## src/rtl/lifo_frame_reverser.sv

```systemverilog
// Stream front-end for an unregistered LIFO: it buffers each frame (or each DEPTH-word
// segment of a longer frame), then replays it in reverse word order through a registered output.
module lifo_frame_reverser #(
    parameter int DEPTH      = 32,
    parameter int DATA_WIDTH = 32
) (
    input  logic                  clk_i,
    input  logic                  reset_ni,
    input  logic                  s_valid_i,
    input  logic [DATA_WIDTH-1:0] s_data_i,
    input  logic                  s_last_i,
    output logic                  s_ready_o,
    output logic                  m_valid_o,
    output logic [DATA_WIDTH-1:0] m_data_o,
    output logic                  m_last_o,
    input  logic                  m_ready_i,
    output logic                  lifo_push_o,
    output logic [DATA_WIDTH-1:0] lifo_push_data_o,
    output logic                  lifo_pop_o,
    input  logic [DATA_WIDTH-1:0] lifo_pop_data_i,
    input  logic                  lifo_empty_i,
    input  logic                  lifo_full_i,
    output logic                  seg_o
);

    localparam int CW = $clog2(DEPTH) + 1;
    localparam logic [CW-1:0] CNT_FULL = CW'(DEPTH);
    localparam logic [CW-1:0] CNT_LAST = CW'(DEPTH - 1);
    localparam logic [CW-1:0] CNT_ONE  = CW'(1);

    typedef enum logic {
        FILL,
        DRAIN
    } state_t;

    state_t        state_r;
    logic [CW-1:0] cnt_r;
    logic          fill_ends;

    // Push and pop are confined to different states, so they can never coincide.
    assign s_ready_o        = (state_r == FILL) && !lifo_full_i && (cnt_r != CNT_FULL);
    assign lifo_push_o      = s_valid_i && s_ready_o;
    assign lifo_push_data_o = s_data_i;
    assign lifo_pop_o       = (state_r == DRAIN) && (cnt_r != '0) && !lifo_empty_i
                              && (!m_valid_o || m_ready_i);
    assign fill_ends        = lifo_push_o && (s_last_i || (cnt_r == CNT_LAST));
    assign seg_o            = lifo_push_o && !s_last_i && (cnt_r == CNT_LAST);

    always_ff @(posedge clk_i or negedge reset_ni) begin
        if (!reset_ni) begin
            state_r   <= FILL;
            cnt_r     <= '0;
            m_valid_o <= 1'b0;
            m_data_o  <= '0;
            m_last_o  <= 1'b0;
        end else begin
            if (lifo_push_o) begin
                cnt_r <= cnt_r + CNT_ONE;
            end else if (lifo_pop_o) begin
                cnt_r <= cnt_r - CNT_ONE;
            end

            case (state_r)
                FILL: begin
                    if (fill_ends) begin
                        state_r <= DRAIN;
                    end
                end
                DRAIN: begin
                    if (lifo_pop_o && (cnt_r == CNT_ONE)) begin
                        state_r <= FILL;
                    end
                end
                default: state_r <= FILL;
            endcase

            // The last drained beat may linger into FILL until the consumer takes it.
            if (lifo_pop_o) begin
                m_data_o  <= lifo_pop_data_i;
                m_valid_o <= 1'b1;
                m_last_o  <= (cnt_r == CNT_ONE);
            end else if (m_ready_i) begin
                m_valid_o <= 1'b0;
            end
        end
    end

endmodule

```

## config.mk

```make
export PLATFORM = sky130hd
export DESIGN_NAME = lifo_frame_reverser
export DESIGN_NICKNAME = d
export VERILOG_FILES = /design/src/rtl/lifo_frame_reverser.sv
export SDC_FILE = /design/constraint.sdc
export NUM_CORES = 1
export LEC_CHECK = 0
export CORE_ASPECT_RATIO = 2
export CORE_MARGIN = 2
export CORE_UTILIZATION = 38
export CTS_CLUSTER_DIAMETER = 120
export DETAILED_ROUTE_END_ITERATION = 6
export PLACE_DENSITY = 0.9
export SETUP_SLACK_MARGIN = 0.02
export SLEW_MARGIN = 20
export SYNTH_ARGS = -nofsm -noshare
export SYNTH_HDL_FRONTEND = slang
export SYNTH_SLANG_ARGS = --single-unit
```

## constraint.sdc

```tcl
create_clock -name clk_i -period 6.5 [get_ports clk_i]
set_clock_uncertainty 0.2 [all_clocks]
set_input_delay 1.3 -clock clk_i [delete_from_list [all_inputs] [get_ports clk_i]]
set_output_delay 1.3 -clock clk_i [all_outputs]
set_load 0.02 [all_outputs]
```

After elaboration in Yosys (flattened, before gate mapping). Index checks and enable logic that the tools add are counted.

$add $sub $neg: 2. Equal/unequal tests: 3. Multiplexer cells: 7. Bitwise operators: 1. Reductions and logical operators: 19.

Operators with widths (count): two-way mux 6 bit (2); logical AND 1 bit (10); adder 6 x 1 -> 6 bit, second input constant (1); == test 6 x 1 -> 1 bit, second input constant (1); == test 6 x 5 -> 1 bit, second input constant (1); inequality test 6 bit, second input constant (1); nonzero test 6 bit (1); subtractor 6 x 1 -> 6 bit, second input constant (1); logical NOT 1 bit (4); two-way mux 1 bit (4); nonzero test 2 bit (2); logical OR 1 bit (2); case mux 1 bit (2 select lines) (1); inverter 1 bit (1).

Register bits: 41. Input bits: 71. Output and inout port bits: 70.

Logic depth before layout (Yosys ltp). Gate-level depths: netlist of the first run.

Word-level depth: 7. Depth in mapped cells: 8. Gate-level depth less buffers: 7.

Worst setup path after synthesis of the first run. Ideal clock, no wire load.

Path type: input to output. From: input lifo_full_i. To: output seg_o. Data arrival time: 2386 ps. Slack: 2614 ps. Cell stages on the path: 3. Buffers on the path: 0. Cell sequence: nor2_1 o211ai_1 nor4_1.

Word-level cells in the longest chain between the ends: 6.

Ends and longest elaborated chain: start: declaration (line 22) `input logic lifo_full_i,`; logical NOT 1 bit (line 41) `assign s_ready_o = (state_r == FILL) && !lifo_full_i && (cnt_r != CNT_FULL);`; logical AND 1 bit (2 in series) (line 41); logical AND 1 bit (line 42) `assign lifo_push_o = s_valid_i && s_ready_o;`; logical AND 1 bit (2 in series) (line 47) `assign seg_o = lifo_push_o && !s_last_i && (cnt_r == CNT_LAST);`; end: declaration (line 23) `output logic seg_o`.

Every way passes these cells.

Worst setup path after layout of the first run.
From: input lifo_empty_i. To: output lifo_pop_o.

Word-level cells in the longest chain between the ends: 3.

Ends and longest elaborated chain: start: declaration (line 21) `input logic lifo_empty_i,`; logical NOT 1 bit (line 44) `assign lifo_pop_o = (state_r == DRAIN) && (cnt_r != '0) && !lifo_empty_i`; logical AND 1 bit (line 44); logical AND 1 bit (line 45) `&& (!m_valid_o || m_ready_i);`; end: declaration (line 19) `output logic lifo_pop_o,`.

Every way passes these cells.

==> impl_metrics.csv, run 1 <==
group,metric,value,unit
hold_path,min_path_cells,2,
cells_and_area,post-route-cell-area,0.002671,sq mm
clock_tree,tritoncts,"yes",
placement,dp.cells,253,
timing,rsz0062_at_grt,"false",
worst_setup_path,crit_path_top_delay_cell,"clkdlybuf4s50_1",
synthesis,synthFlopType,"dfrtp_1",
global_route,grt_pass1_vias,1336,
global_route,grt_overflow_total,0,
synthesis,syn_nets,228,
drt,ant_nets,0,
clock_tree,post_cts_resized,0,
drt,vias,1292,
die,die_y,106.5,um
clock_tree,hold_buffers,0,
cells_and_area,num_antenna_cells,0,
cells_and_area,final_common_cell,"clkdlybuf4s50_1",
run_status,status,"finished, final reports clean",
timing,tns,0,ns
cells_and_area,instances_no_fill,261,
synthesis,yosysSeqAreaShare,51.38,%
flow_run,maxCapViolCount,0,
synthesis,avgSynthCellArea,12.97,sq um
timing,slew_headroom,41.31,%
die,num_rows,37,
power_and_ir_drop,power.leakage,1.099,nW
global_route,grt_usage,13.58,%
synthesis,ys_types,29,
cells_and_area,nets,276,
worst_setup_path,cp_data_required_time,5.00,ns
timing,fmax,0.2099,GHz
synthesis,synth_top_area_cell,"dfrtp_1",
drt,totalWireLength,3914,um
worst_setup_path,critPathLaunchType,"input port",
timing,finalSetupViolCount,0,
worst_setup_path,crit_fanout,37,
cells_and_area,drive_above_1_share,22.66,%
worst_setup_path,end_kind,"primary output",
power_and_ir_drop,ir_drop,0.2414,mV
die,core_area,0.005092,sq mm
clock_tree,clock_sinks,41,
synthesis,synthCells,154,
worst_setup_path,worstPathCellList,"clkdlybuf4s50_1 -> nor2b_1 -> o311ai_4 -> inv_4 -> clkdlybuf4s50_1",
timing,fin_ws,1.735,ns
placement,portBuffers,76,
synthesis,synthArstFlopShare,100.0,%
die,io_pins,141,
global_route,grt_pass1_wl,6410,um
clock_tree,post_cts_buffers,0,
synthesis,synth_area,0.001997,sq mm
global_route,antenna_found_initial,0,
drt,drt_iter0_drc,15,
cells_and_area,layout_common_cells,"75 x clkdlybuf4s50_1, 41 x dfrtp_1, 32 x mux2_2, 8 x nand2_1, 6 x clkbuf_8",
timing,hold_slack,0.2826,ns
timing,slew_violations,0,
power_and_ir_drop,powerDensity,495.2,mW/mm^2
drt,route.detailed.drc,0,
clock_tree,cts_root_buf,"clkbuf_8",
global_route,grt_max_degree,42,
placement,place_ws,1.744,ns
synthesis,ys_warn_count,0,
hold_path,hp-class,"flop to flop",
worst_setup_path,crit_path_frequent_cell,"clkdlybuf4s50_1",
timing,tightestPinTransition,0.8803,ns
worst_setup_path,max_stage_delay,0.69,ns
die,die-area,0.005886,sq mm
synthesis,ys_seq_elements,41,
placement,post_dp_cell_area,0.002551,sq mm
clock_tree,cts.clk_slew.worst_paths,0.07,ns
synthesis,synth_top_area_share,51.38,%
placement,gp_congestion,0.8626,
clock_tree,cts_htree_levels,2,
die,start_util,39.21,%
drt,drt_first_pass_iters,5,
synthesis,synth_edf_count,0,
clock_tree,cts_buffers,5,
drt,vias_per_cell,4.950,
cells_and_area,areaGrowthSynthToFinish,33.77,%
worst_setup_path,arrival,3.27,ns
timing,hold_violations,0,
worst_setup_path,r2r_cells,6,
clock_tree,clkLatencyLatePin,0.28,ns
die,die_w,55.26,um
timing,finalCritPeriodShare,73.31,%
drt,route.detailed.wl_per_inst,15.00,um
timing,period_needed,4.765,ns
synthesis,ys_top_cells_by_area,"dfrtp_1 51%, mux2_2 18%, buf_4 12%, ha_1 1.9%, buf_6 1.7%",
placement,post-dp-hpwl,2934,um
worst_setup_path,path_class,"input port to primary output",
clock_tree,clockBufferDepth,2,
report_power, final:
group / leakage (nW) / internal (mW) / switching, mW
registers: 0.482 / 0.383 / 0.0905
logic: 0.560 / 0.346 / 0.294
clock network: 0.0574 / 0.125 / 0.0846
total: 1.10 / 0.854 / 0.469
layer usage:
layer	track usage [%]	vias to the layer above	part of all wire [%]
li1	-	597	-
met1	15.36	629	35
met2	23.81	59	56
met3	3.041	7	7.4
met4	6.272	0	1.8
met5	0	-	0
registers in the layout, summed over array words and instances, names as in the netlist:
register	flops
m_data_o	32
cnt_r	6
m_last_o	1
m_valid_o	1
state_r	1
synthesized netlist by cell type (all sizes together) (2+ instances only):
library cell	number
or3	2
ha	3
nand3	4
nand2	8
xnor2	3
xor2	2
nor2	2
inv	4
buf	35
o32ai	2
nand2b	2
mux2	32
dfrtp	41
path summary, 6_finish.rpt:
path                           endpoint         start  slack [ns]
setup reg to reg           m_data_o[24]      cnt_r[0]        3.94
hold / removal                 m_last_o      m_last_o        0.28
min in group asynchronous   m_data_o[3]      reset_ni        0.92
hold reg to reg                m_last_o      m_last_o        0.28
setup / recovery             lifo_pop_o  lifo_empty_i        1.73
max in group asynchronous  m_data_o[17]      reset_ni        4.62
per-stage QoR:
| stage | utilization (%) | power (mW) |
|---|---|---|
| after floorplan | - | 0.8612 |
| after global placement | 50.10 | 1.108 |
| after detailed placement | 50.10 | 1.126 |
| after CTS | 52.46 | 1.339 |
| after global routing | 52.46 | 1.398 |
| final | 52.46 | 1.323 |
final cells by class:
class                   count  area, sq um
fillers                   446         2421
flip-flops and latches     41         1026
repair buffers             76        755.7
multi-input cells          74        679.4
clock buffers               6        82.58
well taps                  58        72.57
clock inverters             2        37.54
inverters                   4        17.52
critical path: cells and delay by family:
family / cells / cell delay, ns
AO/OA/AOI/OAI: 1 / 0.20
buffers and inverters: 3 / 1.49
AND/OR/NAND/NOR: 1 / 0.26
kinds of logic after synthesis:
family / share of synthesized area, %
XOR/XNOR: 2.193
AND/OR/NAND/NOR: 5.577
AO/OA/AOI/OAI: 5.828
flip-flops: 51.38
buffers and inverters: 14.60
multiplexers: 18.55
adder cells (fa/ha/maj): 1.880
Note: power is estimated with default switching activity, not from simulation.
==> run 2: changes to the inputs <==
- CORE_UTILIZATION: 38 -> 35
- PLACE_DENSITY: 0.9 -> 0.84
- clock period: 6.5 -> 5 ns (I/O delays scaled with it)
==> run 2 against run 1 <==
Critical path depth stayed put. Largest cell class unchanged. Final cell count up 1.1%. Largest power group unchanged. Sequential power grew 30%. First-iteration DRC count down 6.7%. Clock power rose by 96%. Flip-flop and latch count did not move. Register-to-register slack lost 1.5 ns. Combinational power up 31%. Count of clock-buffer cells in the layout shrank 1.
==> impl_metrics.csv, run 2 (synthesized netlist as in run 1, its figures left out) <==
group,metric,value,unit
clock_tree,cts_htree_levels,2,
drt,drt_first_pass_iters,4,
drt,ant_nets,0,
timing,fmax,0.2385,GHz
worst_setup_path,cp_data_required_time,3.80,ns
timing,finalSetupViolCount,0,
drt,route.detailed.wl_per_inst,15.23,um
global_route,antenna_found_initial,0,
run_status,status,"finished, final reports clean",
clock_tree,tritoncts,"yes",
die,core_area,0.005612,sq mm
worst_setup_path,path_class,"input port to primary output",
cells_and_area,areaGrowthSynthToFinish,37.47,%
cells_and_area,largest_register,"m_data_o",
worst_setup_path,cp_top_family,"buffers and inverters",
global_route,grt_pass1_wl,6879,um
die,io_pins,141,
clock_tree,post_cts_buffers,0,
worst_setup_path,crit_path_top_delay_cell,"clkdlybuf4s50_1",
worst_setup_path,end_kind,"primary output",
cells_and_area,regArea,0.001026,sq mm
clock_tree,clkLatencyLatePin,0.28,ns
flow_run,maxCapViolCount,0,
timing,slew_headroom,39.05,%
cells_and_area,n_fill_cell,495,
worst_setup_path,path_buf_inv,3,
clock_tree,cts.clk_slew.worst_paths,0.06,ns
power_and_ir_drop,p_int,1.233,mW
timing,finalCritPeriodShare,83.87,%
worst_setup_path,crit_fanout,37,
power_and_ir_drop,combPwrFrac,45.0,%
cells_and_area,layout_common_cells,"75 x clkdlybuf4s50_1, 41 x dfrtp_1, 32 x mux2_2, 8 x nand2_1, 5 x clkbuf_16",
worst_setup_path,r2r_cells,6,
drt,drt_iter0_drc,14,
die,die_y,110.8,um
placement,post-dp-hpwl,2925,um
hold_path,min_path_cells,1,
placement,portBuffers,76,
hold_path,hp-class,"flop to flop",
placement,gp_congestion,0.7706,
timing,period_needed,4.193,ns
power_and_ir_drop,ir_drop,0.4100,mV
power_and_ir_drop,swShare,33.91,%
cells_and_area,largest_reg_flops,32,
clock_tree,hold_buffers,0,
cells_and_area,num_antenna_cells,0,
clock_tree,cts_root_buf,"clkbuf_16",
power_and_ir_drop,power,1.866,mW
timing,rsz0062_at_grt,"false",
worst_setup_path,crit_path_frequent_cell,"clkdlybuf4s50_1",
global_route,grt_max_degree,42,
die,die-area,0.006362,sq mm
die,num_rows,39,
global_route,grt_usage,13.60,%
clock_tree,clockBufferDepth,2,
timing,tightestPinTransition,0.9142,ns
timing,slew_violations,0,
worst_setup_path,critPathLaunchType,"input port",
worst_setup_path,arrival,2.99,ns
power_and_ir_drop,seq_power_share,33.1,%
die,start_util,35.59,%
cells_and_area,final_common_cell,"clkdlybuf4s50_1",
cells_and_area,drive_above_1_share,22.66,%
drt,vias_per_cell,5.163,
global_route,grt_overflow_total,0,
cells_and_area,nets,276,
cells_and_area,multi_input_area,679.4,sq um
timing,tns,0,ns
power_and_ir_drop,switchingPower,0.6327,mW
clock_tree,cts_buffers,5,
power_and_ir_drop,power.leakage,1.135,nW
power_and_ir_drop,p_clk_share,21.9,%
worst_setup_path,cp.depth,5,
drt,vias,1363,
worst_setup_path,max_stage_delay,0.70,ns
timing,hold_violations,0,
drt,route.detailed.drc,0,
power_and_ir_drop,powerDensity,679.7,mW/mm^2
clock_tree,post_cts_resized,0,
drt,totalWireLength,4021,um
worst_setup_path,worstPathCellList,"clkdlybuf4s50_1 -> nor2b_1 -> o311ai_4 -> inv_4 -> clkdlybuf4s50_1",
clock_tree,clock_sinks,41,
global_route,grt_pass1_vias,1503,
die,die_w,57.41,um
cells_and_area,top_regs,"m_data_o (32), cnt_r (6)",
-- run 2: metal layers --
| layer | routed length [um] | GRT usage [%] | vias up |
|---|---|---|---|
| li1 | - | - | 594 |
| met5 | 0 | 0 | - |
| met1 | 1526 | 15.05 | 669 |
| met2 | 1874 | 21.06 | 86 |
| met4 | 99 | 5.891 | 0 |
| met3 | 520 | 7.468 | 14 |
-- run 2: area by class of cell --
cell class / count / share of cell area [%]
clock buffer: 5 / 4.558
clock inverter: 3 / 2.370
inverter: 4 / 0.6381
multi-input combinational: 74 / 24.75
sequential: 41 / 37.37
tap: 61 / 2.780
timing repair buffer: 76 / 27.53
-- run 2: power groups by stage --
stage,registers [mW],logic (mW),clock network [mW]
detailed placement,0.622,0.845,0
global placement,0.610,0.829,0
finish,0.617,0.839,0.410
global route,0.641,0.897,0.438
floorplan,0.778,0.342,0
CTS,0.619,0.851,0.423
-- run 2: per-stage QoR --
stage	util [%]	worst slack, ns	hold WS, ns	cell area (sq um)	instances
3_3_place_gp	45.53	0.8688	0.2841	2555	256
6_report	48.92	0.8067	0.3036	2745	264
4_1_cts	48.92	0.7881	0.3084	2745	264
2_1_floorplan	-	1.714	0.2888	1997	154
3_5_place_dp	45.53	0.7944	0.2806	2555	256
5_1_grt	48.92	0.6677	0.3201	2745	264
-- run 2: path summary, 6_finish.rpt --
kind	slack, ns	endpoint	from
worst max-delay path	0.81	lifo_pop_o	lifo_empty_i
worst min-delay path	0.30	m_data_o[23]	m_data_o[23]
worst max register to register	2.44	m_data_o[6]	cnt_r[0]
worst min register to register	0.30	m_data_o[23]	m_data_o[23]
max in group asynchronous	3.38	m_data_o[31]	reset_ni
min in group asynchronous	0.66	m_data_o[17]	reset_ni
-- run 2: worst register-to-register path: stages (launching register included) --
cell and delay (ns):
dfrtp_1 0.45, inv_1 0.13, ha_1 0.23, or3b_4 0.43, o311ai_4 0.37, inv_4 0.27, mux2_2 0.37
